===== config.mk =====
export PLATFORM = sky130hd
export DESIGN_NAME = id_ex_stage_flat
export DESIGN_NICKNAME = d
export VERILOG_FILES = /design/src/rtl/id_ex_stage_pkg.sv /design/src/rtl/id_ex_stage_if.sv /design/src/rtl/id_ex_stage_hazard.sv /design/src/rtl/id_ex_stage.sv /design/src/flat_wrapper.sv
export SDC_FILE = /design/constraint.sdc
export NUM_CORES = 1
export LEC_CHECK = 0
export CAP_MARGIN = 15
export CELL_PAD_IN_SITES_DETAIL_PLACEMENT = 1
export CELL_PAD_IN_SITES_GLOBAL_PLACEMENT = 1
export CORE_MARGIN = 2
export CORE_UTILIZATION = 28
export DETAILED_ROUTE_END_ITERATION = 10
export PLACE_DENSITY = 0.92
export SLEW_MARGIN = 40
export SYNTH_ARGS = -nofsm -noshare
export SYNTH_HDL_FRONTEND = slang
export SYNTH_HIERARCHICAL = 1
export SYNTH_SLANG_ARGS = --single-unit
export TNS_END_PERCENT = 5

===== constraint.sdc =====
create_clock -name clk -period 4.78 [get_ports clk]
set_clock_uncertainty 0.1 [all_clocks]
set_input_delay 1.195 -clock clk [delete_from_list [all_inputs] [get_ports clk]]
set_output_delay 1.195 -clock clk [all_outputs]
set_load 0.01 [all_outputs]

===== src/rtl/id_ex_stage_pkg.sv =====
// Shared pipeline definitions: control-bundle layout, bubble encoding and flush-tracking states.
package core_pipe_pkg;

   localparam int CTRL_W     = 8;

   localparam int REG_WRITE  = 0;
   localparam int MEM_READ   = 1;
   localparam int MEM_WRITE  = 2;
   localparam int MEM_TO_REG = 3;
   localparam int ALU_SRC    = 4;
   localparam int REG_DST    = 5;
   localparam int ALU_OP_LO  = 6;
   localparam int ALU_OP_HI  = 7;

   localparam logic [CTRL_W-1:0] BUBBLE_CTRL = '0;

   typedef enum logic {
      IDLE          = 1'b0,
      FLUSH_PENDING = 1'b1
   } flush_state_t;

endpackage


===== src/rtl/id_ex_stage_if.sv =====
// ID/EX boundary bundle: decoded ID-side inputs, writeback snoop, pipeline control and registered EX-side outputs.
interface id_ex_if
   import core_pipe_pkg::*;
#(
   parameter int WIDTH  = 32,
   parameter int ADDR_W = 5,
   parameter int CTRL_W = core_pipe_pkg::CTRL_W,
   parameter int CNT_W  = 16
);
   logic              id_valid_i;
   logic [ADDR_W-1:0] id_rs_i;
   logic [ADDR_W-1:0] id_rt_i;
   logic [ADDR_W-1:0] id_rd_i;
   logic              id_uses_rt_i;
   logic [WIDTH-1:0]  id_imm_i;
   logic [CTRL_W-1:0] id_ctrl_i;
   logic [WIDTH-1:0]  rf_data1_i;
   logic [WIDTH-1:0]  rf_data2_i;
   logic              wb_we_i;
   logic [ADDR_W-1:0] wb_addr_i;
   logic [WIDTH-1:0]  wb_data_i;
   logic              ex_hold_i;
   logic              flush_i;

   logic              stall_o;
   logic              ex_valid_o;
   logic [ADDR_W-1:0] ex_rs_o;
   logic [ADDR_W-1:0] ex_rt_o;
   logic [ADDR_W-1:0] ex_rd_o;
   logic [WIDTH-1:0]  ex_op1_o;
   logic [WIDTH-1:0]  ex_op2_o;
   logic [WIDTH-1:0]  ex_imm_o;
   logic [CTRL_W-1:0] ex_ctrl_o;
   logic [CNT_W-1:0]  bubble_cnt_o;

   modport master (
      output id_valid_i, id_rs_i, id_rt_i, id_rd_i, id_uses_rt_i, id_imm_i, id_ctrl_i,
             rf_data1_i, rf_data2_i, wb_we_i, wb_addr_i, wb_data_i, ex_hold_i, flush_i,
      input  stall_o, ex_valid_o, ex_rs_o, ex_rt_o, ex_rd_o, ex_op1_o, ex_op2_o,
             ex_imm_o, ex_ctrl_o, bubble_cnt_o
   );

   modport slave (
      input  id_valid_i, id_rs_i, id_rt_i, id_rd_i, id_uses_rt_i, id_imm_i, id_ctrl_i,
             rf_data1_i, rf_data2_i, wb_we_i, wb_addr_i, wb_data_i, ex_hold_i, flush_i,
      output stall_o, ex_valid_o, ex_rs_o, ex_rt_o, ex_rd_o, ex_op1_o, ex_op2_o,
             ex_imm_o, ex_ctrl_o, bubble_cnt_o
   );

endinterface


===== src/rtl/id_ex_stage_hazard.sv =====
// Load-use hazard detection: an instruction in ID sourcing the destination of a load sitting in EX.
module hazard_detect_unit #(
   parameter int ADDR_W = 5
) (
   input  logic              id_valid,
   input  logic [ADDR_W-1:0] id_rs,
   input  logic [ADDR_W-1:0] id_rt,
   input  logic              id_uses_rt,
   input  logic              ex_valid,
   input  logic              ex_mem_read,
   input  logic [ADDR_W-1:0] ex_rt,
   output logic              hazard
);

   logic ex_load;
   logic rs_match;
   logic rt_match;

   // r0 is hardwired to zero, so a load targeting it never creates a dependency
   assign ex_load  = ex_valid & ex_mem_read & (ex_rt != '0);
   assign rs_match = (ex_rt == id_rs);
   assign rt_match = id_uses_rt & (ex_rt == id_rt);
   assign hazard   = id_valid & ex_load & (rs_match | rt_match);

endmodule


===== src/rtl/id_ex_stage.sv =====
// ID/EX pipeline register with load-use stall, branch flush (deferred while EX is held) and bubble counter.
// Define ID_EX_WB_BYPASS_EN to forward same-cycle writeback data into the captured operands.
module id_ex_stage
   import core_pipe_pkg::*;
#(
   parameter int WIDTH  = 32,
   parameter int ADDR_W = 5,
   parameter int CTRL_W = core_pipe_pkg::CTRL_W,
   parameter int CNT_W  = 16
) (
   input logic   clk,
   input logic   reset,
   id_ex_if.slave bus
);

   flush_state_t      state;
   flush_state_t      state_next;
   logic              hazard;
   logic              pending_flush;
   logic [WIDTH-1:0]  op1_next;
   logic [WIDTH-1:0]  op2_next;

   logic              ex_valid;
   logic [ADDR_W-1:0] ex_rs;
   logic [ADDR_W-1:0] ex_rt;
   logic [ADDR_W-1:0] ex_rd;
   logic [WIDTH-1:0]  ex_op1;
   logic [WIDTH-1:0]  ex_op2;
   logic [WIDTH-1:0]  ex_imm;
   logic [CTRL_W-1:0] ex_ctrl;
   logic [CNT_W-1:0]  bubble_cnt;

   hazard_detect_unit #(.ADDR_W(ADDR_W)) u_hazard (
      .id_valid    (bus.id_valid_i),
      .id_rs       (bus.id_rs_i),
      .id_rt       (bus.id_rt_i),
      .id_uses_rt  (bus.id_uses_rt_i),
      .ex_valid    (ex_valid),
      .ex_mem_read (ex_ctrl[MEM_READ]),
      .ex_rt       (ex_rt),
      .hazard      (hazard)
   );

   assign pending_flush = (state == FLUSH_PENDING);

   always_ff @(posedge clk) begin
      if (reset) state <= IDLE;
      else       state <= state_next;
   end

   always_comb begin
      state_next = state;
      case (state)
         IDLE:          if (bus.ex_hold_i && bus.flush_i) state_next = FLUSH_PENDING;
         FLUSH_PENDING: if (!bus.ex_hold_i)               state_next = IDLE;
         default:       state_next = IDLE;
      endcase
   end

`ifdef ID_EX_WB_BYPASS_EN
   always_comb begin
      op1_next = bus.rf_data1_i;
      op2_next = bus.rf_data2_i;
      if (bus.wb_we_i && (bus.wb_addr_i != '0) && (bus.wb_addr_i == bus.id_rs_i))
         op1_next = bus.wb_data_i;
      if (bus.wb_we_i && (bus.wb_addr_i != '0) && (bus.wb_addr_i == bus.id_rt_i))
         op2_next = bus.wb_data_i;
   end
`else
   // register file writes on the falling edge, so its read data already reflects writeback
   assign op1_next = bus.rf_data1_i;
   assign op2_next = bus.rf_data2_i;
`endif

   always_ff @(posedge clk) begin
      if (reset) begin
         ex_valid   <= 1'b0;
         ex_rs      <= '0;
         ex_rt      <= '0;
         ex_rd      <= '0;
         ex_op1     <= '0;
         ex_op2     <= '0;
         ex_imm     <= '0;
         ex_ctrl    <= BUBBLE_CTRL;
         bubble_cnt <= '0;
      end else if (bus.ex_hold_i) begin
         ex_valid   <= ex_valid;
      end else if (bus.flush_i || pending_flush || hazard) begin
         ex_valid   <= 1'b0;
         ex_rs      <= '0;
         ex_rt      <= '0;
         ex_rd      <= '0;
         ex_op1     <= '0;
         ex_op2     <= '0;
         ex_imm     <= '0;
         ex_ctrl    <= BUBBLE_CTRL;
         // a flush already produces the bubble, so only pure hazard bubbles are counted
         if (!bus.flush_i && !pending_flush && (bubble_cnt != '1))
            bubble_cnt <= bubble_cnt + 1'b1;
      end else begin
         ex_valid   <= bus.id_valid_i;
         ex_rs      <= bus.id_rs_i;
         ex_rt      <= bus.id_rt_i;
         ex_rd      <= bus.id_rd_i;
         ex_op1     <= op1_next;
         ex_op2     <= op2_next;
         ex_imm     <= bus.id_imm_i;
         ex_ctrl    <= bus.id_valid_i ? bus.id_ctrl_i : BUBBLE_CTRL;
      end
   end

   assign bus.stall_o      = hazard | bus.ex_hold_i;
   assign bus.ex_valid_o   = ex_valid;
   assign bus.ex_rs_o      = ex_rs;
   assign bus.ex_rt_o      = ex_rt;
   assign bus.ex_rd_o      = ex_rd;
   assign bus.ex_op1_o     = ex_op1;
   assign bus.ex_op2_o     = ex_op2;
   assign bus.ex_imm_o     = ex_imm;
   assign bus.ex_ctrl_o    = ex_ctrl;
   assign bus.bubble_cnt_o = bubble_cnt;

endmodule


===== src/flat_wrapper.sv =====
// flat-port wrapper written by rule: the top's interface ports become plain ports
module id_ex_stage_flat import core_pipe_pkg::*;
#(
   parameter int WIDTH  = 32,
   parameter int ADDR_W = 5,
   parameter int CTRL_W = core_pipe_pkg::CTRL_W,
   parameter int CNT_W  = 16
)
  (clk, reset, bus_id_valid_i, bus_id_rs_i, bus_id_rt_i, bus_id_rd_i, bus_id_uses_rt_i, bus_id_imm_i, bus_id_ctrl_i, bus_rf_data1_i, bus_rf_data2_i, bus_wb_we_i, bus_wb_addr_i, bus_wb_data_i, bus_ex_hold_i, bus_flush_i, bus_stall_o, bus_ex_valid_o, bus_ex_rs_o, bus_ex_rt_o, bus_ex_rd_o, bus_ex_op1_o, bus_ex_op2_o, bus_ex_imm_o, bus_ex_ctrl_o, bus_bubble_cnt_o);
  id_ex_if #(.WIDTH(WIDTH), .ADDR_W(ADDR_W), .CTRL_W(CTRL_W), .CNT_W(CNT_W)) bus_i ();
  input logic clk;
  input logic reset;
  input wire logic [$bits(bus_i.id_valid_i)-1:0] bus_id_valid_i;
  input wire logic [$bits(bus_i.id_rs_i)-1:0] bus_id_rs_i;
  input wire logic [$bits(bus_i.id_rt_i)-1:0] bus_id_rt_i;
  input wire logic [$bits(bus_i.id_rd_i)-1:0] bus_id_rd_i;
  input wire logic [$bits(bus_i.id_uses_rt_i)-1:0] bus_id_uses_rt_i;
  input wire logic [$bits(bus_i.id_imm_i)-1:0] bus_id_imm_i;
  input wire logic [$bits(bus_i.id_ctrl_i)-1:0] bus_id_ctrl_i;
  input wire logic [$bits(bus_i.rf_data1_i)-1:0] bus_rf_data1_i;
  input wire logic [$bits(bus_i.rf_data2_i)-1:0] bus_rf_data2_i;
  input wire logic [$bits(bus_i.wb_we_i)-1:0] bus_wb_we_i;
  input wire logic [$bits(bus_i.wb_addr_i)-1:0] bus_wb_addr_i;
  input wire logic [$bits(bus_i.wb_data_i)-1:0] bus_wb_data_i;
  input wire logic [$bits(bus_i.ex_hold_i)-1:0] bus_ex_hold_i;
  input wire logic [$bits(bus_i.flush_i)-1:0] bus_flush_i;
  output wire logic [$bits(bus_i.stall_o)-1:0] bus_stall_o;
  output wire logic [$bits(bus_i.ex_valid_o)-1:0] bus_ex_valid_o;
  output wire logic [$bits(bus_i.ex_rs_o)-1:0] bus_ex_rs_o;
  output wire logic [$bits(bus_i.ex_rt_o)-1:0] bus_ex_rt_o;
  output wire logic [$bits(bus_i.ex_rd_o)-1:0] bus_ex_rd_o;
  output wire logic [$bits(bus_i.ex_op1_o)-1:0] bus_ex_op1_o;
  output wire logic [$bits(bus_i.ex_op2_o)-1:0] bus_ex_op2_o;
  output wire logic [$bits(bus_i.ex_imm_o)-1:0] bus_ex_imm_o;
  output wire logic [$bits(bus_i.ex_ctrl_o)-1:0] bus_ex_ctrl_o;
  output wire logic [$bits(bus_i.bubble_cnt_o)-1:0] bus_bubble_cnt_o;
  assign bus_i.id_valid_i = bus_id_valid_i;
  assign bus_i.id_rs_i = bus_id_rs_i;
  assign bus_i.id_rt_i = bus_id_rt_i;
  assign bus_i.id_rd_i = bus_id_rd_i;
  assign bus_i.id_uses_rt_i = bus_id_uses_rt_i;
  assign bus_i.id_imm_i = bus_id_imm_i;
  assign bus_i.id_ctrl_i = bus_id_ctrl_i;
  assign bus_i.rf_data1_i = bus_rf_data1_i;
  assign bus_i.rf_data2_i = bus_rf_data2_i;
  assign bus_i.wb_we_i = bus_wb_we_i;
  assign bus_i.wb_addr_i = bus_wb_addr_i;
  assign bus_i.wb_data_i = bus_wb_data_i;
  assign bus_i.ex_hold_i = bus_ex_hold_i;
  assign bus_i.flush_i = bus_flush_i;
  assign bus_stall_o = bus_i.stall_o;
  assign bus_ex_valid_o = bus_i.ex_valid_o;
  assign bus_ex_rs_o = bus_i.ex_rs_o;
  assign bus_ex_rt_o = bus_i.ex_rt_o;
  assign bus_ex_rd_o = bus_i.ex_rd_o;
  assign bus_ex_op1_o = bus_i.ex_op1_o;
  assign bus_ex_op2_o = bus_i.ex_op2_o;
  assign bus_ex_imm_o = bus_i.ex_imm_o;
  assign bus_ex_ctrl_o = bus_i.ex_ctrl_o;
  assign bus_bubble_cnt_o = bus_i.bubble_cnt_o;
  id_ex_stage #(.WIDTH(WIDTH), .ADDR_W(ADDR_W), .CTRL_W(CTRL_W), .CNT_W(CNT_W)) u_core (.clk(clk), .reset(reset), .bus(bus_i));
endmodule

==> results of run 1 <==
-- where the power goes --
part | leakage, µW | total (µW) | internal, µW | switching [µW]
sequential | 0.00111 | 1200 | 1180 | 24.3
clock | 0.000300 | 1420 | 923 | 499
combinational | 0.00157 | 288 | 183 | 106
-- path summary, 6_finish.rpt --
| check | startpoint | end | slack, ns | cells past startpoint |
|---|---|---|---|---|
| worst max-delay path | bus_id_rt_i[2] | bus_stall_o | 0.19 | 7 |
| worst min-delay path | u_core/bus.ex_ctrl_o[3]$_SDFFE_PP0N_ | u_core/bus.ex_ctrl_o[3]$_SDFFE_PP0N_ | 0.38 | 1 |
| worst max register to register | u_core/bus.ex_rt_o[2]$_SDFFE_PP0N_ | u_core/bus.bubble_cnt_o[15]$_SDFFE_PP0P_ | 1.81 | 8 |
| worst min register to register | u_core/bus.ex_ctrl_o[3]$_SDFFE_PP0N_ | u_core/bus.ex_ctrl_o[3]$_SDFFE_PP0N_ | 0.38 | 1 |
-- stage by stage --
step	hold slack, ns	instance area [µm²]	setup WS [ns]	utilization
3_3_place_gp	0.360	7410	0.262	0.465
3_5_place_dp	0.366	7410	0.200	0.465
6_report	0.377	8040	0.194	0.504
5_1_grt	0.398	8040	0.101	0.504
4_1_cts	0.380	8040	0.188	0.504
2_1_floorplan	0.417	4600	1.44	-
-- worst reg2reg max path, delay by kind of cell (launching register included) --
kind            cells  cell delay [ns]
xor+xnor            1             0.19
mux                 1             0.38
flops               1             0.37
compound gates      1             0.30
simple gates        5             1.51
-- sequential cells by signal (all words and copies together) (netlist names) --
name                     count
u_core/bus.bubble_cnt_o     16
u_core/bus.ex_ctrl_o         8
u_core/bus.ex_imm_o         32
u_core/bus.ex_op1_o         32
u_core/bus.ex_op2_o         32
u_core/bus.ex_rd_o           5
u_core/bus.ex_rs_o           5
u_core/bus.ex_rt_o           5
u_core/bus.ex_valid_o        1
u_core/pending_flush         1
-- kinds of logic (layout without fill, tap and decap cells) --
| logic type | count (synthesis) | in the layout |
|---|---|---|
| adders and majority gates | 1 | 1 |
| buffers and inverters | 33 | 299 |
| muxes | 1 | 1 |
| xor gates and xnor gates | 10 | 10 |
| AOI/OAI and AO/OA | 154 | 154 |
| and+or+nand+nor | 55 | 55 |
| DFF | 137 | 137 |
-- cell type report --
cell class / count / area (µm²)
Tap cell: 216 / 270
Clock inverter: 11 / 196
Inverter: 1 / 3.75
Multi-Input combinational cell: 221 / 1730
Timing Repair Buffer: 268 / 2670
Sequential cell: 137 / 2740
Fill cell: 1690 / 7900
Clock buffer: 19 / 433
-- Yosys cell counts (2+ instances only) --
cell type  count
nor2_1         2
or2_2          3
o21ai_0        4
or4_1         13
clkbuf_1      22
nand3_1        6
and2_1         2
nand3b_1       2
dfxtp_1      137
o31ai_1       11
nand4_1        5
xor2_1         7
and4_1         2
nand2_1        5
xnor2_1        3
buf_2          9
nor4_1         3
a22o_1       119
nor2b_1        2
nor3_1         3
or3_1          3
a21oi_1       16
-- per-layer routing --
| metal | vias to the layer above | global-route usage | wire length (µm) |
|---|---|---|---|
| met2 | 200 | 0.340 | 8790 |
| met3 | 22 | 0.0657 | 1160 |
| met5 | - | 0 | 0 |
| li1 | 2031 | - | - |
| met1 | 2147 | 0.217 | 6680 |
| met4 | 0 | 0.0640 | 313 |
==> reports/metrics.cfg, run 1 <==
[route]
wirelength_um=16900
drtIter0Drc=209
vias_per_cell=5.04
num_vias=4400
firstDrtPassIters=5
drtAntennaViolNets=0
drc=0
routedWlPerCell_um=19.4

[critical_path]
required_ns=3.48
crit_type=in -> out
cp.arrival_ns=3.29
slowest_stage=clkdlybuf4s50_1
path_cells=clkdlybuf4s50_1, xor2_1, nor4_1, nand3_1, a21oi_1, or2_2, clkdlybuf4s50_1
crit_family=buffers and inverters
path_buf_inv=2
critPathLaunchType=primary input
critical_path.max_stage_delay_ns=0.56
path_max_fanout=3
crit_path_end_kind=primary output
cp_common_cell=clkdlybuf4s50_1

[synthesis]
netlist_instances=391
synthesis.nets=555
synth_compound_area_frac=0.274
synth.largest_area_cell=dfxtp_1
synthDominantCellAreaShare=0.597
synth_xor_area_frac=0.0191
synth_cell_type_count=34
muxShareOfSynthArea=0.00245
synth_edf_count=0
synth.area.top_cells=dfxtp_1 60%, a22o_1 23%, or4_1 2.1%
synth_simple_gate_area_share=0.0757
ys.flop_type=dfxtp_1
synthArstFlopShare=0
yosysWarnings=6
synth_top_family_by_area=compound AO/OA/AOI/OAI gates
syn_area_mm2=0.00460
yosysSeqAreaShare=0.597
yosys.area_share.adder=0.00272
avgSynthCellArea_um2=11.8
ys_ff_latch=137

[cells_and_area]
syn_to_final_growth_pct=75.0
final_common_cell=clkdlybuf4s50_1
final_nets=810
final_cell_mix=261 x clkdlybuf4s50_1, 137 x dfxtp_1, 119 x a22o_1, 17 x clkbuf_16, 16 x a21oi_1
drive_gt1_frac=0.0685
insertedDiodeCount=0
final_cells=873

[cts]
insertion_delay_ns=0.41
htreeDepth=4
numCtsBuffers=17
cts_tree=done
root_buffer=clkbuf_16
clock-sinks=137
cts_buffer_depth=2
post_cts_buffers=0
postCtsHoldBufs=0
cts_resized=0
clkTransAtPathRegs_ns=0.05

[place]
numPortBuffers=261
dp.cells=843
dp_hpwl_um=12400
gp_congestion=0.778

[floorplanning]
die_area_mm2=0.0175
core_mm2=0.0159
num_rows=46
die_y_um=132
design.portCount=300
initial_core_util=0.288
dieWidth_um=132

[global_routing]
antenna_found_initial=0
grt_overflow_total=0
grtUsageTotal=0.193
grt_max_degree=62
grt_pass1_vias=4814
grt_pass1_wl_um=26800

[pwr]
power_uw=2910
pwr_density_cell_mw_per_mm2=363
leakage_uw=0.00298
peakVddDrop_mv=0.228

[timing]
relSlewSlack=0.467
rsz0062_at_grt=no
fin_crit_sh=0.959
worst_pin_slew_ns=0.797
hold_viol_final=0
finalCriticalPeriod_ns=4.59
setup_viol=0
final-max-slew-violation-count=0
clock.fmax_ghz=0.218
fin_setup_tns_ns=0

[run]
drv_cap=0

[hold_path]
hp-class=reg -> reg

[status]
status=finished, final reports clean

Power figures use the tool's default switching activity.
==> run 2: changes to the inputs <==
SKIP_CTS_REPAIR_TIMING = 1   (was default)
==> results of run 2 <==
No change in the layout: final DEF, timing and power equal those of run 1.
